<file path="src/rtl/rr_arb_mux.sv">
// rr_arb_mux: N-channel valid/ready mux with a single registered output slot.
// mode=0 selects the channel on sel; mode=1 round-robins from the channel after
// the last one transferred. Optional 16-bit saturating transfer counter on
// xfer_cnt when RR_ARB_MUX_CNT_EN is defined.
module rr_arb_mux #(
  parameter int unsigned N  = 4,
  parameter int unsigned W  = 8,
  parameter int unsigned SW = $clog2(N)
) (
  input  logic            clk,
  input  logic            rst_n,
  input  logic            mode,
  input  logic [SW-1:0]   sel,
  input  logic [N*W-1:0]  in_data,
  input  logic [N-1:0]    in_valid,
  output logic [N-1:0]    in_ready,
  output logic [W-1:0]    out_data,
  output logic            out_valid,
  input  logic            out_ready,
  output logic [SW-1:0]   grant
`ifdef RR_ARB_MUX_CNT_EN
  ,
  output logic [15:0]     xfer_cnt
`endif
);

  typedef enum logic [0:0] {StEmpty, StFull} state_e;

  state_e        state_q, state_d;
  logic [W-1:0]  data_q, data_d;
  logic [SW-1:0] grant_q, grant_d;
  logic [SW-1:0] ptr_q, ptr_d;

  logic [SW-1:0] cand;
  logic          req;
  logic          load_en;
  logic          xfer;
  logic [W-1:0]  cand_data;

  // Candidate channel and its request, per mode.
  always_comb begin
    cand = '0;
    req  = 1'b0;
    if (!mode) begin
      cand = sel;
      // sel values outside 0..N-1 match nothing and leave req low.
      for (int unsigned i = 0; i < N; i++) begin
        if (sel == SW'(i)) req = in_valid[i];
      end
    end else begin
      req = |in_valid;
      // Walk the ring backwards so the closest channel after ptr wins.
      for (int unsigned k = N; k >= 1; k--) begin
        if (in_valid[(32'(ptr_q) + k) % N]) cand = SW'((32'(ptr_q) + k) % N);
      end
    end
  end

  // Per-channel ready, transfer strobe and candidate data.
  always_comb begin
    load_en   = (state_q == StEmpty) | out_ready;
    in_ready  = '0;
    cand_data = '0;
    for (int unsigned i = 0; i < N; i++) begin
      if (cand == SW'(i)) begin
        in_ready[i] = rst_n & load_en & req;
        cand_data   = in_data[i*W +: W];
      end
    end
    xfer = |in_ready;
  end

  // Next-state for the output slot and round-robin pointer.
  always_comb begin
    state_d = state_q;
    data_d  = data_q;
    grant_d = grant_q;
    ptr_d   = ptr_q;
    if (xfer) begin
      state_d = StFull;
      data_d  = cand_data;
      grant_d = cand;
      ptr_d   = cand;
    end else if (out_ready) begin
      state_d = StEmpty;
    end
  end

  // State registers; reset leaves channel 0 first in round-robin order.
  always_ff @(posedge clk) begin
    if (!rst_n) begin
      state_q <= StEmpty;
      data_q  <= '0;
      grant_q <= '0;
      ptr_q   <= SW'(N - 1);
    end else begin
      state_q <= state_d;
      data_q  <= data_d;
      grant_q <= grant_d;
      ptr_q   <= ptr_d;
    end
  end

  assign out_valid = (state_q == StFull);
  assign out_data  = data_q;
  assign grant     = grant_q;

`ifdef RR_ARB_MUX_CNT_EN
  logic [15:0] cnt_q, cnt_d;

  // Saturating count of input transfers.
  always_comb begin
    cnt_d = cnt_q;
    if (xfer && cnt_q != 16'hFFFF) cnt_d = cnt_q + 16'd1;
  end

  // Counter register.
  always_ff @(posedge clk) begin
    if (!rst_n) cnt_q <= '0;
    else        cnt_q <= cnt_d;
  end

  assign xfer_cnt = cnt_q;
`endif

endmodule

</file>
<file path="config.mk">
export PLATFORM = sky130hd
export DESIGN_NAME = rr_arb_mux
export DESIGN_NICKNAME = d
export VERILOG_FILES = /design/src/rtl/rr_arb_mux.sv
export SDC_FILE = /design/constraint.sdc
export NUM_CORES = 1
export LEC_CHECK = 0
export BUFFER_PORTS_ARGS = -buffer_cell sky130_fd_sc_hd__buf_2
export CORE_UTILIZATION = 46
export CTS_BUF_LIST = sky130_fd_sc_hd__clkbuf_4
export CTS_CLUSTER_DIAMETER = 80
export DETAILED_ROUTE_END_ITERATION = 12
export PLACE_DENSITY_LB_ADDON = 0.05
export SYNTH_ARGS = -nofsm -noshare
export SYNTH_HDL_FRONTEND = slang
export SYNTH_SLANG_ARGS = --single-unit
</file>
<file path="constraint.sdc">
create_clock -name clk -period 5.6 [get_ports clk]
set_input_delay 0.84 -clock clk [delete_from_list [all_inputs] [get_ports clk]]
set_output_delay 0.84 -clock clk [all_outputs]
set_load 0.03 [all_outputs]
</file>
==> summary.md <==
| Metric | Value |
|---|---|
| Worst hold margin | `448 ps` |
| Die width | `45.8 um` |
| Post-synth ARST share | `0%` |
| Worst hold stages | `1` |
| Initial antenna violation count | `0` |
| I/O Buffers | `56` |
| Ports | `57` |
| Worst Path Arrival | `2390 ps` |
| Pleak | `0.652 nW` |
| Pwr dens | `247 nW/um^2` |
| Number of max-cap violations | `0` |
| Hold crit path type | `reg2reg` |
| Pwr Total | `297 uW` |
| Mapped Cells | `96` |
| Maximum clock path buffer count | `2` |
| F_max | `0.310 GHz` |
| Root Buffer | `clkbuf_4` |
| Setup Total Neg Slack | `0 ps` |
| Rel. slew slack | `a little under three fifths` |
| CTS buffer count | `3` |
| Slowest stage delay, CP | `520 ps` |
| Storage element area | `260 um^2` |
| Hold_sp | `out_data[3]$_SDFFE_PN0P_` |
| Slowest-stage cell, CP | `or3b_1` |
| Tcrit/Tclk final | `between 50% and 60%` |
| # fillers | `172` |
| Setup Buffers After CTS | `0` |
| Clock power frac | `between 15 and 20%` |
| RR Endpoint | `out_data[2]$_SDFFE_PN0P_` |
| Status | `finished clean` |
| N_diodes | `0` |
| DRC | `0` |
| Internal | `184 uW` |
| Htree depth | `1` |
| Synth area leader | `dfxtp_1` |
| Core area | `1760 um^2` |
| Skew final | `2.46 ps` |
| Multi-input gate area | `576 um^2` |
| Drt initial violations | `22` |
| Psw | `about 110 uW` |
| GP Congestion | `about 0.77` |
| Worst Hold End | `out_data[3]$_SDFFE_PN0P_` |
| Total grt overflow | `0` |
| Global-route usage over all layers | `~22%` |
| Total number of vias | `944` |
| Drt first pass iters | `4` |
| Seq pwr share | `38.8%` |
| Vias in the first global route | `778` |
| Max FO, Critical Path | `8` |
| Comb power frac | `41.5%` |
| Cell repeated most along the worst path | `buf_2` |
| Share of cells above drive strength 1 | `43.5%` |
| First-pass GRT wire length | `3270 um` |
| Final setup viols | `0` |
| # hold bufs at CTS | `0` |
| Hpwl dp | `between 1500 and 2000 um` |
| Worst VDD drop | `0.181 mV` |
| Starting Density | `49.9%` |
| WL final | `between 2000 and 2500 um` |
| Post-route ant nets | `0` |
| Reg2reg setup slack | `3590 ps` |
| Die footprint | `2090 um^2` |
| Cell count of the worst reg-to-reg path | `6` |
| Req. time, crit path | `4760 ps` |
| Clk slew on worst S/H paths | `approximately 80 ps` |
| Post-synth EDFFs | `0` |
| Hold Fails Final Rpt | `0` |
| Critical path class | `in2out` |
| Sw Share | `38.2%` |
| DR WL/cell | `12.4 um` |
| Slew @ Worst Pin | `661 ps` |
| Synth Cell Area | `~880 um^2` |
| Synth unique cells | `27` |
| Post-CTS sizing | `0` |
| Nets | `197` |
| Top-area cell type share of the netlist area | `29.5%` |
| Fin. max-slew vios | `0` |
| Drt via density | `5.27` |
| Final worst path period need | `3230 ps` |
| Syn_area_per_cell | `9.18 um^2` |
| RR Startpoint | `ptr_q[1]$_SDFFE_PN1P_` |
| CTS tree | `done` |
| Startpoint types | `input pin` |
| Synth Register Bits | `13` |
| Syn_nets | `approximately 140` |
| RSZ-0062 raised after global routing | `no` |
| Worst-Skew Late Latency | `280 ps` |
| CP Capture Type | `output port` |
| # rows | `15` |
| Yosys warnings | `0` |
| Count of clock tree sinks | `13` |
| Area contributors post-synth | `dfxtp_1 30%, mux2i_1 19%, a21o_1 5.1%, o22ai_1 4.3%, nor2_1 3.4%` |
| Synthesis-to-finish area growth | `36.4%` |
| Die Ht | `45.8 um` |
| Crit-path cells | `buf_2 > nor2b_1 > o221ai_2 > a32oi_4 > or3b_1 > nor2_1 > buf_2` |
| Post-synth top flop | `dfxtp_1` |
| Largest net degree at the start of global routing | `17` |
| Post-synthesis sequential area ratio | `~30%` |
[worst max path at each step]
stage,start,endpoint,slack (ps)
after CTS,in_valid[0],in_ready[3],2370
after floorplan,in_valid[0],in_ready[2],2500
after detailed placement,in_valid[0],in_ready[3],2370
after global placement,in_valid[0],in_ready[2],2430
final,in_valid[0],in_ready[3],2370
after global routing,in_valid[0],in_ready[3],2260
[cells in the mapped netlist, types with 2 or more instances]
library cell	count
mux2i_1	17
dfxtp_1	13
nor2_1	8
a21o_1	6
inv_1	6
nand2_1	6
o22ai_1	6
nand3_1	4
nor2b_1	4
a21oi_1	3
nand2b_1	3
o221ai_1	3
o21ai_1	2
o31a_1	2
[area by class of cell]
| class | instances | area share (%) |
|---|---|---|
| Clock inverter | 1 | 0.417 |
| Multi-Input combinational cell | 74 | 47.9 |
| Sequential cell | 13 | 21.7 |
| Timing Repair Buffer | 56 | 23.3 |
| Inverter | 7 | 2.19 |
| Clock buffer | 3 | 1.88 |
| Tap cell | 25 | 2.60 |
[stage by stage]
stage | setup WS [ps] | utilization [%] | instance area, um^2 | std cells
2_1_floorplan | 2500 | - | 881 | 96
3_3_place_gp | 2430 | 66.5 | 1170 | 175
3_5_place_dp | 2370 | 66.5 | 1170 | 175
4_1_cts | 2370 | 68.1 | 1200 | 179
5_1_grt | 2260 | 68.1 | 1200 | 179
6_report | 2370 | 68.1 | 1200 | 179
[cell families (layout without fill, tap and decap cells)]
group | count (synthesis) | in the layout | synth area share [%]
buf+inv | 9 | 67 | 5.11
flops | 13 | 13 | 29.5
compound gates | 30 | 30 | 30.4
simple gates | 27 | 27 | 15.6
mux | 17 | 17 | 19.3
[power by group through the flow]
| stage | registers (mW) | logic, mW | clock network, mW |
|---|---|---|---|
| floorplan | 0.139 | 0.0644 | 0 |
| detailed placement | 0.117 | 0.124 | 0 |
| CTS | 0.115 | 0.124 | 0.0602 |
| global placement | 0.117 | 0.121 | 0 |
| global route | 0.117 | 0.134 | 0.0653 |
| finish | 0.115 | 0.123 | 0.0584 |
[metal layers]
metal / routed length [um] / global-route usage [%]
met5: 0 / 0
met4: 36 / 8.82
met3: 121 / 5.95
met2: 1140 / 38.3
met1: 916 / 25.8
[worst max-delay path, delay by kind of cell]
kind,cells,cell delay (ps)
AND/OR/NAND/NOR,3,800
buffers and inverters,2,340
AO/OA/AOI/OAI,2,390
[flip-flops by register name (all words and copies together), names as in the netlist]
name       flops
ptr_q          2
out_data       8
grant          2
out_valid      1
[layout by cell type (no fill, tap or decap), types with 2 or more instances in the layout]
cell type   n
a21o_1      6
a21oi_1     3
buf_2      56
clkbuf_4    3
dfxtp_1    13
inv_1       6
mux2i_1    17
nand2_1     6
nand2b_1    3
nand3_1     4
nor2_1      8
nor2b_1     4
o21ai_1     2
o221ai_1    3
o22ai_1     6
o31a_1      2
Note: power is estimated with default switching activity, not from simulation.
